==> src/rtl/param_shift_reg.sv <==
// rtl/param_shift_reg.sv - WIDTH-bit register with parallel load and a one-bit-per-clock shift/rotate engine
// A start in IDLE latches mode/amount; SHIFT moves one bit per edge, DONE gives a one-cycle pulse.
module param_shift_reg #(
  parameter int               WIDTH     = 8,
  parameter int               CNT_W     = 4,
  parameter logic [WIDTH-1:0] RESET_VAL = {WIDTH{1'b0}}
) (
  input  logic             clk,
  input  logic             rst_n,
  input  logic             load,
  input  logic [WIDTH-1:0] load_data,
  input  logic             start,
  input  logic [1:0]       mode,
  input  logic [CNT_W-1:0] amount,
  input  logic             serial_in,
  output logic [WIDTH-1:0] q,
  output logic             serial_out,
  output logic             busy,
  output logic             done
);

  typedef enum logic [1:0] {
    IDLE  = 2'b00,
    SHIFT = 2'b01,
    DONE  = 2'b10
  } state_t;

  state_t           state;
  logic [1:0]       mode_l;
  logic [CNT_W-1:0] cnt;
  logic [WIDTH-1:0] shifted;

  always_comb begin
    shifted = q;
    case (mode_l)
      2'b00:   shifted = {q[WIDTH-2:0], serial_in};
      2'b01:   shifted = {serial_in, q[WIDTH-1:1]};
      2'b10:   shifted = {q[WIDTH-2:0], q[WIDTH-1]};
      default: shifted = {q[0], q[WIDTH-1:1]};
    endcase
  end

  // mode_l[0] set means a rightward move, so the bit leaving next is q[0]
  assign serial_out = mode_l[0] ? q[0] : q[WIDTH-1];

  always_ff @(posedge clk or negedge rst_n) begin
    if (!rst_n) begin
      state  <= IDLE;
      q      <= RESET_VAL;
      mode_l <= 2'b00;
      cnt    <= '0;
      busy   <= 1'b0;
      done   <= 1'b0;
    end else begin
      case (state)
        IDLE: begin
          done <= 1'b0;
          if (load) begin
            q <= load_data;
          end else if (start) begin
            mode_l <= mode;
            if (amount == '0) begin
              state <= DONE;
              done  <= 1'b1;
            end else begin
              cnt   <= amount;
              state <= SHIFT;
              busy  <= 1'b1;
            end
          end
        end
        SHIFT: begin
          q   <= shifted;
          cnt <= cnt - CNT_W'(1);
          if (cnt == CNT_W'(1)) begin
            state <= DONE;
            busy  <= 1'b0;
            done  <= 1'b1;
          end
        end
        DONE: begin
          state <= IDLE;
          done  <= 1'b0;
        end
        default: begin
          state <= IDLE;
          busy  <= 1'b0;
          done  <= 1'b0;
        end
      endcase
    end
  end

endmodule

==> config.mk <==
export PLATFORM = sky130hd
export DESIGN_NAME = param_shift_reg
export DESIGN_NICKNAME = d
export VERILOG_FILES = /design/src/rtl/param_shift_reg.sv
export SDC_FILE = /design/constraint.sdc
export NUM_CORES = 1
export LEC_CHECK = 0
export ABC_CLOCK_PERIOD_IN_PS = 1400
export CAP_MARGIN = 20
export CORE_MARGIN = 10
export CORE_UTILIZATION = 43
export CTS_CLUSTER_SIZE = 30
export DETAILED_ROUTE_END_ITERATION = 10
export PLACE_DENSITY = 0.75
export SLEW_MARGIN = 10
export SYNTH_ARGS = -nofsm -noshare
export SYNTH_HDL_FRONTEND = slang
export SYNTH_SLANG_ARGS = --single-unit
==> constraint.sdc <==
create_clock -name clk -period 1.4 [get_ports clk]
set_clock_uncertainty 0.2 [all_clocks]
set_input_delay 0.28 -clock clk [delete_from_list [all_inputs] [get_ports clk]]
set_output_delay 0.28 -clock clk [all_outputs]
set_load 0.01 [all_outputs]
-- Word level (Yosys, flattened, before mapping)
Cells that the tools add are included.
- flip-flop bits (word level): 18
- output and inout port bits: 11
- word-level logic and storage cells: 51
- add/subtract/negate cells: 1
- equality and inequality tests: 10
- mux-type cells: 23
- bitwise operators: 2
- reduce and logical (&&, ||, !) cells: 9
- operators by type and width (kind ; number):
    $pmux W8 S3 ; 1
    $pmux W8 S2 ; 1
    $mux W4 ; 3
    $ne A2 B2 Y1 const B ; 5
    $mux W1 ; 9
    $mux W2 ; 4
    $mux W8 ; 1
    $pmux W4 S2 ; 1
    $reduce_and A3 Y1 ; 2
    $reduce_and A5 Y1 ; 1
    $eq A2 B1 Y1 const B ; 2
    $eq A2 B2 Y1 const B ; 2
    $eq A4 B1 Y1 const B ; 1
    $logic_not A2 Y1 ; 2
    $logic_not A4 Y1 ; 1
    $pmux W2 S2 ; 1
    $reduce_and A4 Y1 ; 1
    $sub A4 B1 Y4 const B ; 1
    $pmux W1 S3 ; 1
    $not A1 Y1 ; 2
    $pmux W1 S2 ; 1
    $reduce_and A2 Y1 ; 1
    $reduce_bool A2 Y1 ; 1

-- Logic depth before layout (Yosys ltp)
Gate-level depths: netlist of the first run.
- word-level depth: 5
- mapped depth: 5
- mapped depth without buffers: 5

-- Worst setup path before layout of the first run
No wires, ideal clock.
- kind: register to register
- start point: register state[1]
- end point: register cnt[3]
- arrival: 1.177 ns
- data required time: 1.074 ns
- slack: -0.103 ns
- cell stages (with the launch flop): 5
- path buffers: 1
- clock period less this slack: 1.503 ns
- path through: dfrtp_1 -> buf_6 -> or4b_4 -> nor3_2 -> a211oi_1
- word-level cells in the longest chain between the ends: 3
- elaborated cells between the ends (all ways): 8
- those cells by class: eq/ne: 4; mux: 1; reduce/logical: 3
- ends and longest elaborated chain (what ; line ; RTL):
    from (decl) ; 28 ; state_t state;
    from (signal assigned) ; 48 ; state <= IDLE;
    from (signal assigned) ; 63 ; state <= DONE;
    from (signal assigned) ; 67 ; state <= SHIFT;
    $eq A2 B1 Y1 or $logic_not A2 Y1 (tied branches) ; 55 ; case (state)
    $reduce_bool A2 Y1 (no line) or $ne A2 B2 Y1 (tied branches) ; -- ;
    $reduce_and A4 Y1 (no line) ; -- ;
    to (signal assigned) ; 66 ; cnt <= amount;
    to (signal assigned) ; 74 ; cnt <= cnt - CNT_W'(1);
    to (decl) ; 30 ; logic [CNT_W-1:0] cnt;
Parallel ways exist; a longest one is shown, timed or not.
A chain may end at the register's enable or synchronous reset.

-- Worst setup path in the final report of the first run
- start point: register mode_l[0]
- end point: output port serial_out
- word-level cells in the longest chain between the ends: 1
- ends and longest elaborated chain (what ; line ; RTL):
    from (decl) ; 29 ; logic [1:0] mode_l;
    from (signal assigned) ; 61 ; mode_l <= mode;
    $mux W1 ; 44 ; assign serial_out = mode_l[0] ? q[0] : q[WIDTH-1];
    to (decl) ; 17 ; output logic serial_out,
No other way between the ends.

==> results of run 1 <==
==> stage by stage <==
stage | util (%) | std cells | hold slack [ns] | worst slack, ns | cell area (µm²)
after global placement | 65.3 | 187 | 0.304 | -0.465 | 1600
final | 77.6 | 204 | 0.103 | -0.213 | 1900
after CTS | 72.9 | 201 | 0.108 | -0.218 | 1790
after floorplan | - | 107 | -0.216 | -0.103 | 1120
after global routing | 77.6 | 204 | 0.112 | -0.251 | 1900
after detailed placement | 65.3 | 187 | 0.320 | -0.514 | 1600
==> power groups by stage <==
| stage | Combinational [mW] | Sequential (mW) | Clock (mW) |
|---|---|---|---|
| after floorplan | 1.06 | 1.03 | 0 |
| after global placement | 1.99 | 0.948 | 0 |
| after detailed placement | 2.07 | 0.961 | 0 |
| after CTS | 2.44 | 0.985 | 0.338 |
| after global routing | 2.99 | 1.05 | 0.360 |
| final | 2.80 | 1.01 | 0.332 |
==> per-layer routing <==
layer | track usage, % | share of wire [%]
met1 | 17.9 | 43
met2 | 23.5 | 49
met3 | 4.04 | 4.8
met4 | 4.95 | 2.4
met5 | 0 | 0
==> how the worst max path moves through the flow <==
stage | slack (ns) | start | to | depth (start not counted)
after global routing | -0.25 | mode_l[0]$_DFFE_PN0P_ | serial_out | 2
after global placement | -0.46 | load | q[5]$_DFFE_PN0P_ | 5
after detailed placement | -0.51 | load | q[6]$_DFFE_PN0P_ | 5
after CTS | -0.22 | mode_l[0]$_DFFE_PN0P_ | serial_out | 2
final | -0.21 | mode_l[0]$_DFFE_PN0P_ | serial_out | 2
after floorplan | -0.10 | state[1]$_DFFE_PN0P_ | cnt[3]$_DFFE_PN0P_ | 4
==> cell type report <==
type,count,area (µm²)
flip-flops and latches,18,453
repair buffers,69,587
fillers,160,551
inverters,6,22.5
multi-input cells,77,768
clock buffers,4,36.3
well taps,30,37.5
==> layout by cell type, fill, tap and decap left out, types with 2 or more instances in the layout <==
cell,count
inv_1,5
o21ai_2,2
dlygate4sd2_1,6
clkdlybuf4s50_1,12
mux2i_1,4
a21oi_2,2
a21oi_1,2
buf_4,30
nor3b_4,2
a2bb2oi_2,4
dfrtp_1,16
buf_2,8
a2bb2oi_1,3
mux2i_4,3
nand2b_1,2
nor3_1,2
nand2_1,10
o22a_1,7
nand2_2,4
buf_6,11
dfrtp_2,2
clkbuf_4,3
==> logic make-up after synthesis <==
group                    count (synthesis)
AND/OR/NAND/NOR                         36
AO/OA/AOI/OAI                           31
flip-flops                              18
buffers and inverters                   12
multiplexers                             8
adder cells (fa/ha/maj)                  2
==> synth_stat cells, types with 2 or more instances <==
| master | n |
|---|---|
| dfrtp_1 | 18 |
| nand2_1 | 13 |
| a2bb2oi_1 | 7 |
| mux2i_1 | 7 |
| o22a_1 | 7 |
| inv_1 | 6 |
| a21oi_1 | 5 |
| nand2b_1 | 3 |
| nor2_1 | 3 |
| nor3b_1 | 3 |
| buf_2 | 2 |
| buf_6 | 2 |
| ha_1 | 2 |
| nor3_1 | 2 |
| o21ai_0 | 2 |
==> sequential cells by signal (all words and copies together), names as in the netlist <==
| signal | flops |
|---|---|
| q | 8 |
| mode_l | 2 |
| state | 2 |
| cnt | 4 |
| done | 1 |
| busy | 1 |
==> timing repair <==
| item | CTS | global route |
|---|---|---|
| cloned | 1 | 0 |
| setup buffers | 10 | 4 |
| resized for setup | 72 | 27 |
| setup endpoints to repair | 29 | 24 |
| pin swaps | 19 | 17 |
==> worst max-delay path, cell delays in order (launching register included) <==
cell,delay (ns)
dfrtp_1,0.41
mux2_4,0.31
buf_6,0.12
==> flow_summary.json, run 1 <==
{
  "via_count": 1161,
  "p_leak_nw": 0.855,
  "synth_area_leader_cell": "dfrtp_1",
  "synth_top_family_by_area": "compound AO/OA/AOI/OAI gates",
  "root_buffer": "clkbuf_4",
  "switching_power_mw": 1.64,
  "synth_ff_type": "dfrtp_1",
  "ir_drop_v": 0.00175,
  "core_area_um2": 2450,
  "swShare_pct": 39.6,
  "grt_pass1_vias": 1207,
  "cts_tree": "built",
  "reg2reg_depth": 3,
  "crit_type": "reg -> out",
  "yosysSeqAreaShare_pct": 40.8,
  "combPwrFrac_pct": 67.7,
  "tightest_slew_ns": 0.351,
  "dp_hpwl_mm": 2.54,
  "status": "complete, but fails checks",
  "drive_gt1_share_pct": 53.4,
  "synth-adder-area-share_pct": 2.27,
  "clockPowerShare_pct": 8.0,
  "p_int_mw": 2.50,
  "synthToLayoutAreaGrowth_pct": 72.6,
  "cap_violations": 0,
  "synthXorXnorAreaFrac_pct": 0,
  "drtAntennaViolNets": 0,
  "setup_violations": 21,
  "rsz0062_at_grt": "true",
  "drc": 0,
  "hold_violations": 0,
  "required_ns": 0.92,
  "setup_tns_ns": -2.16,
  "synthCells": 107,
  "synthMuxAreaShare_pct": 7.37,
  "synth_top_area_share_pct": 40.8,
  "overflow": 0,
  "ctsHtreeMaxLevel": 1,
  "drv_slew": 0,
  "grt_max_degree": 19,
  "tritoncts.num_buffers": 3,
  "ios": 30,
  "rows": 18,
  "place.gp.congestion": 0.888,
  "synth-compound-area-share_pct": 22.7,
  "setup_ws_ns": -0.213,
  "fin_nets": 196,
  "crit_path_start_kind": "flip-flop",
  "post_drt_via_cell_ratio": 5.69,
  "cp-end-kind": "output pin",
  "synth_nets": 128,
  "violations": "negative setup slack",
  "timing.rr.end": "cnt[3]$_DFFE_PN0P_",
  "synth_edf_count": 0,
  "yosys.area_share.simple_pct": 20.9,
  "yosys_warnings": 0,
  "grt.total_usage_pct": 14.4,
  "avgSynthCellArea_um2": 10.3,
  "async_reset_ff_share_pct": 100,
  "grt_pass1_wl_mm": 6.04,
  "fin_crit_sh_pct": 115,
  "r2r_start": "state[1]$_DFFE_PN0P_",
  "io_buffer_count": 29,
  "antenna_found_initial": 0,
  "syn_area_um2": 1100,
  "synth.distinct_cells": 40,
  "ys_seq_elements": 18,
  "die_area_um2": 4990,
  "start_util_pct": 45.0,
  "drt-total-wl_mm": 3.89,
  "r2r_slack_ns": -0.19,
  "fmax_mhz": 620,
  "worstPathMaxFanout": 2,
  "seq_power_share_pct": 24.3,
  "holdCritPathClass": "in -> async",
  "slew_headroom_pct": 76.3,
  "p_per_area_nw_per_um2": 2180,
  "cp.arrival_ns": 1.13,
  "clock-sinks": 18,
  "dieWidth_um": 70.7,
  "fin_crit_ns": 1.61,
  "path_clk_slew_ns": 0.11,
  "ys_top_cells_by_area": "dfrtp_1 41%, mux2i_1 6.3%, a2bb2oi_1 5.6%",
  "die_h_um": 70.7,
  "cts_buffer_depth": 2,
  "wl_per_cell_um": 19.1,
  "drtIter0Drc": 106,
  "first_pass_iters": 4,
  "cts-hold-fix-buffers": 0,
  "antenna_cells": 0,
  "power.total_mw": 4.14,
  "clk_latency_ns": 0.29
}
(Power assumes the default switching activity.)
==> run 2, diff against run 1 <==
Settings changed: CELL_PAD_IN_SITES_DETAIL_PLACEMENT from default to 1, CELL_PAD_IN_SITES_GLOBAL_PLACEMENT from default to 2, CORE_UTILIZATION 43 to 26, PLACE_DENSITY 0.75 to default, PLACE_DENSITY_LB_ADDON from default to 0.1.
==> flow_summary.json, run 2 (synthesis gave the netlist of run 1 again) <==
{
  "wl_per_cell_um": 18.2,
  "final_common_cell": "buf_4",
  "ir_drop_v": 0.000937,
  "fin_hold_ws_ns": 0.155,
  "ctsHtreeMaxLevel": 1,
  "path_clk_slew_ns": 0.08,
  "place.gp.congestion": 0.800,
  "fin_crit_sh_pct": 113,
  "fin_util_pct": 47.4,
  "hold_violations": 0,
  "fmax_mhz": 634,
  "slew_headroom_pct": 78.6,
  "io_buffer_count": 29,
  "start_util_pct": 27.2,
  "fin_nets": 191,
  "tightest_slew_ns": 0.315,
  "cp.arrival_ns": 1.10,
  "crit_path_start_kind": "flip-flop",
  "via_count": 1093,
  "overflow": 0,
  "antenna_cells": 0,
  "synthToLayoutAreaGrowth_pct": 74.1,
  "clock-sinks": 18,
  "setup_ws_ns": -0.178,
  "final_cell_area_um2": 1920,
  "cp-end-kind": "output pin",
  "drtAntennaViolNets": 0,
  "cts_tree": "built",
  "cap_violations": 0,
  "grt_pass1_wl_mm": 6.51,
  "drt-total-wl_mm": 4.00,
  "grt_max_degree": 19,
  "required_ns": 0.92,
  "antenna_found_initial": 0,
  "nFillCells": 435,
  "ios": 30,
  "worstPathMaxFanout": 2,
  "cts_buffer_depth": 2,
  "p_leak_nw": 0.860,
  "final_cell_mix": "26 x buf_4, 16 x dfrtp_1, 12 x clkdlybuf4s50_1",
  "power.total_mw": 3.96,
  "holdCritPathClass": "in -> async",
  "dp_hpwl_mm": 2.87,
  "setup_violations": 12,
  "crit_type": "reg -> out",
  "drive_gt1_share_pct": 48.5,
  "combPwrFrac_pct": 63.6,
  "grt_pass1_vias": 1225,
  "rows": 23,
  "p_int_mw": 2.44,
  "largest_registers": "q x8, cnt x4",
  "swShare_pct": 38.4,
  "largest_register_ffs": 8,
  "rsz0062_at_grt": "true",
  "clk_latency_ns": 0.26,
  "fin_crit_ns": 1.58,
  "first_pass_iters": 4,
  "die_area_um2": 7250,
  "tritoncts.num_buffers": 3,
  "drv_slew": 0,
  "top_register": "q",
  "setup_tns_ns": -0.890,
  "seq_power_share_pct": 25.3,
  "status": "complete, but fails checks",
  "core_area_um2": 4060,
  "drc": 0,
  "placed_cell_area_um2": 1660,
  "clockPowerShare_pct": 11.2,
  "switching_power_mw": 1.52,
  "die_h_um": 85.2,
  "grt.total_usage_pct": 10.8,
  "post_drt_via_cell_ratio": 4.99,
  "violations": "negative setup slack",
  "dieWidth_um": 85.2,
  "drtIter0Drc": 33,
  "root_buffer": "clkbuf_8",
  "p_per_area_nw_per_um2": 2060
}
-- run 2: cell count changes in the layout (fill, tap and decap cells not counted), moves of 3 or more --
cell	previous run	this run
clkdlybuf4s15_1	0	6
buf_4	30	26
mux2i_1	4	7
buf_2	8	0
mux2i_4	3	0
clkbuf_4	3	0
nand2_4	0	3
clkbuf_8	1	4
-- run 2: worst paths after layout --
| check | from | endpoint | slack (ns) | cells after the start |
|---|---|---|---|---|
| max | mode_l[0]$_DFFE_PN0P_ | serial_out | -0.18 | 2 |
| min | rst_n | cnt[1]$_DFFE_PN0P_ | 0.16 | 2 |
| max reg2reg | state[0]$_DFFE_PN0P_ | cnt[3]$_DFFE_PN0P_ | -0.17 | 3 |
| min reg2reg | mode_l[1]$_DFFE_PN0P_ | mode_l[1]$_DFFE_PN0P_ | 0.37 | 2 |
| max in group asynchronous | rst_n | state[1]$_DFFE_PN0P_ | 0.70 | 2 |
| min in group clk | amount[0] | cnt[0]$_DFFE_PN0P_ | 0.32 | 3 |
-- run 2: power groups by stage --
stage / logic [mW] / clock network [mW] / registers (mW)
after global placement: 2.10 / 0 / 0.958
after global routing: 2.76 / 0.478 / 1.04
after detailed placement: 2.16 / 0 / 0.963
after CTS: 2.30 / 0.458 / 0.986
final: 2.52 / 0.442 / 1.00
after floorplan: 1.06 / 0 / 1.03
-- run 2: metrics by stage --
stage	cells	setup slack (ns)
floorplan	107	-0.103
global placement	210	-0.547
detailed placement	210	-0.610
CTS	217	-0.193
global route	219	-0.225
finish	219	-0.178
-- run 2: final cells by class --
cell class	count	area, µm²	share of cell area [%]
clock buffers	4	55.1	2.86
inverters	6	22.5	1.17
multi-input cells	77	751	39.1
flip-flops and latches	18	453	23.6
well taps	50	62.6	3.26
repair buffers	64	578	30.1
-- run 2: timing repair --
item,CTS,global route
cloned,0,0
endpoints found under the setup margin,29,24
resized for setup,58,30
buffers inserted,3,2
hold buffers,0,0
pin swaps,16,5
-- run 2: per-layer routing --
metal  track usage, %  part of all wire, %  wire [µm]
met5                0                    0          0
met4             1.35                 0.90         36
met3             4.30                  6.7        266
met2             17.8                   50       2000
met1             13.2                   42       1690
-- run 2: critical path: stages (launching register included) --
cell     delay [ns]
dfrtp_1        0.41
mux2_4         0.31
buf_6          0.12
==> run 3, diff against run 2 <==
==> constraint.sdc (replaced) <==
create_clock -name clk -period 1.4 [get_ports clk]
set_clock_uncertainty 0.2 [all_clocks]
set_input_delay 0.35 -clock clk [delete_from_list [all_inputs] [get_ports clk]]
set_output_delay 0.35 -clock clk [all_outputs]
set_load 0.01 [all_outputs]
==> flow_summary.json, run 3 (synthesis gave the netlist of run 1 again) <==
{
  "fin_nets": 192,
  "dp_hpwl_mm": 2.84,
  "first_pass_iters": 4,
  "fmax_mhz": 605,
  "crit_buf_inv": 1,
  "overflow": 0,
  "nFillCells": 448,
  "final_cell_mix": "28 x buf_4, 15 x dfrtp_1, 12 x clkdlybuf4s50_1",
  "setup_violations": 18,
  "crit_type": "reg -> out",
  "io_buffer_count": 29,
  "drive_gt1_share_pct": 50.6,
  "switching_power_mw": 1.47,
  "setup_ws_ns": -0.254,
  "final_common_cell": "buf_4",
  "holdCritPathClass": "in -> async",
  "hold_violations": 0,
  "pre_cts_slack_ns": -0.667,
  "tightest_slew_ns": 0.287,
  "place.gp.congestion": 0.772,
  "clock-sinks": 18,
  "worstPathMaxFanout": 2,
  "antenna_cells": 0,
  "die_area_um2": 7250,
  "largest_registers": "q x8, cnt x4",
  "seq_power_share_pct": 26.3,
  "drtIter0Drc": 42,
  "rows": 23,
  "cp-end-kind": "output pin",
  "ctsHtreeMaxLevel": 1,
  "ios": 30,
  "largest_register_ffs": 8,
  "core_area_um2": 4060,
  "cap_violations": 0,
  "rsz0062_at_grt": "true",
  "path_clk_slew_ns": 0.08,
  "violations": "negative setup slack",
  "die_h_um": 85.2,
  "p_int_mw": 2.36,
  "drt-total-wl_mm": 3.92,
  "swShare_pct": 38.4,
  "fin_crit_sh_pct": 118,
  "synthToLayoutAreaGrowth_pct": 69.8,
  "ir_drop_v": 0.000718,
  "start_util_pct": 27.2,
  "tritoncts.num_buffers": 3,
  "cp.arrival_ns": 1.10,
  "p_per_area_nw_per_um2": 2040,
  "combPwrFrac_pct": 62.1,
  "cp_top_family": "flip-flops",
  "wl_per_cell_um": 17.8,
  "grt.total_usage_pct": 10.8,
  "p_leak_nw": 0.846,
  "drtAntennaViolNets": 0,
  "fin_hold_ws_ns": 0.225,
  "crit_path_start_kind": "flip-flop",
  "status": "complete, but fails checks",
  "grt_max_degree": 19,
  "required_ns": 0.85,
  "post_drt_via_cell_ratio": 4.95,
  "grt_pass1_wl_mm": 6.50,
  "cts_buffer_depth": 2,
  "via_count": 1090,
  "antenna_found_initial": 0,
  "drv_slew": 0,
  "root_buffer": "clkbuf_8",
  "clk_latency_ns": 0.26,
  "fin_crit_ns": 1.65,
  "max_stage_delay_ns": 0.41,
  "clockPowerShare_pct": 11.6,
  "top_register": "q",
  "drc": 0,
  "cts_tree": "built",
  "grt_pass1_vias": 1212,
  "crit_chain": "mux2_4 > buf_6",
  "slowest_stage": "dfrtp_1",
  "slew_headroom_pct": 80.8,
  "dieWidth_um": 85.2
}
## run 3: changes by cell type in the layout (fill, tap and decap cells not counted), moves of 2 or more
cell             change
buf_2                +9
clkdlybuf4s15_1      -5
a2bb2oi_1            +3
a2bb2oi_2            -3
clkbuf_2             -3
buf_6                -2
buf_4                +2
## run 3: worst paths after layout
path | startpoint | cells past startpoint | slack [ns] | end
min in group clk | amount[0] | 3 | 0.33 | cnt[0]$_DFFE_PN0P_
max in group asynchronous | rst_n | 2 | 0.61 | state[1]$_DFFE_PN0P_
setup / recovery | mode_l[0]$_DFFE_PN0P_ | 2 | -0.25 | serial_out
hold reg to reg | mode_l[1]$_DFFE_PN0P_ | 2 | 0.36 | mode_l[1]$_DFFE_PN0P_
setup reg to reg | mode_l[0]$_DFFE_PN0P_ | 4 | -0.17 | q[7]$_DFFE_PN0P_
hold / removal | rst_n | 2 | 0.23 | cnt[2]$_DFFE_PN0P_
## run 3: per-layer routing
layer	vias to the layer above	track usage, %	routed length, µm
met5	-	0	0
met4	0	1.35	15
met3	2	3.82	180
met2	20	17.5	1900
met1	541	13.6	1820
li1	527	-	-
## run 3: timing repair
action | 4_1_cts | 5_1_grt
hold buffers | 0 | 0
pin swaps | 16 | 6
setup buffers | 1 | 4
gates resized for setup | 79 | 17
endpoints found under the setup margin | 29 | 21
gates cloned | 1 | 0
## run 3: power by group through the flow
stage | combinational, mW | sequential (mW) | clock, mW
after floorplan | 1.08 | 1.03 | 0
after global placement | 2.13 | 0.960 | 0
after detailed placement | 2.18 | 0.965 | 0
after CTS | 2.31 | 1.01 | 0.464
after global routing | 2.62 | 1.05 | 0.491
final | 2.38 | 1.01 | 0.444
## run 3: cell type report
class | count | area (µm²) | share of cell area (%)
clock buffers | 4 | 55.1 | 2.94
inverters | 6 | 22.5 | 1.20
multi-input cells | 77 | 729 | 38.9
flip-flops and latches | 18 | 454 | 24.2
well taps | 50 | 62.6 | 3.34
repair buffers | 65 | 551 | 29.4
## run 3: metrics by stage
stage	total power [mW]	setup TNS [ns]	utilization [%]	instances	area (µm²)
floorplan	2.11	-0.397	-	107	1130
CTS	3.78	-1.26	44.4	218	1800
global placement	3.09	-10.92	41.5	212	1680
detailed placement	3.14	-11.23	41.5	212	1680
global route	4.16	-2.38	46.2	220	1870
finish	3.83	-1.26	46.2	220	1870
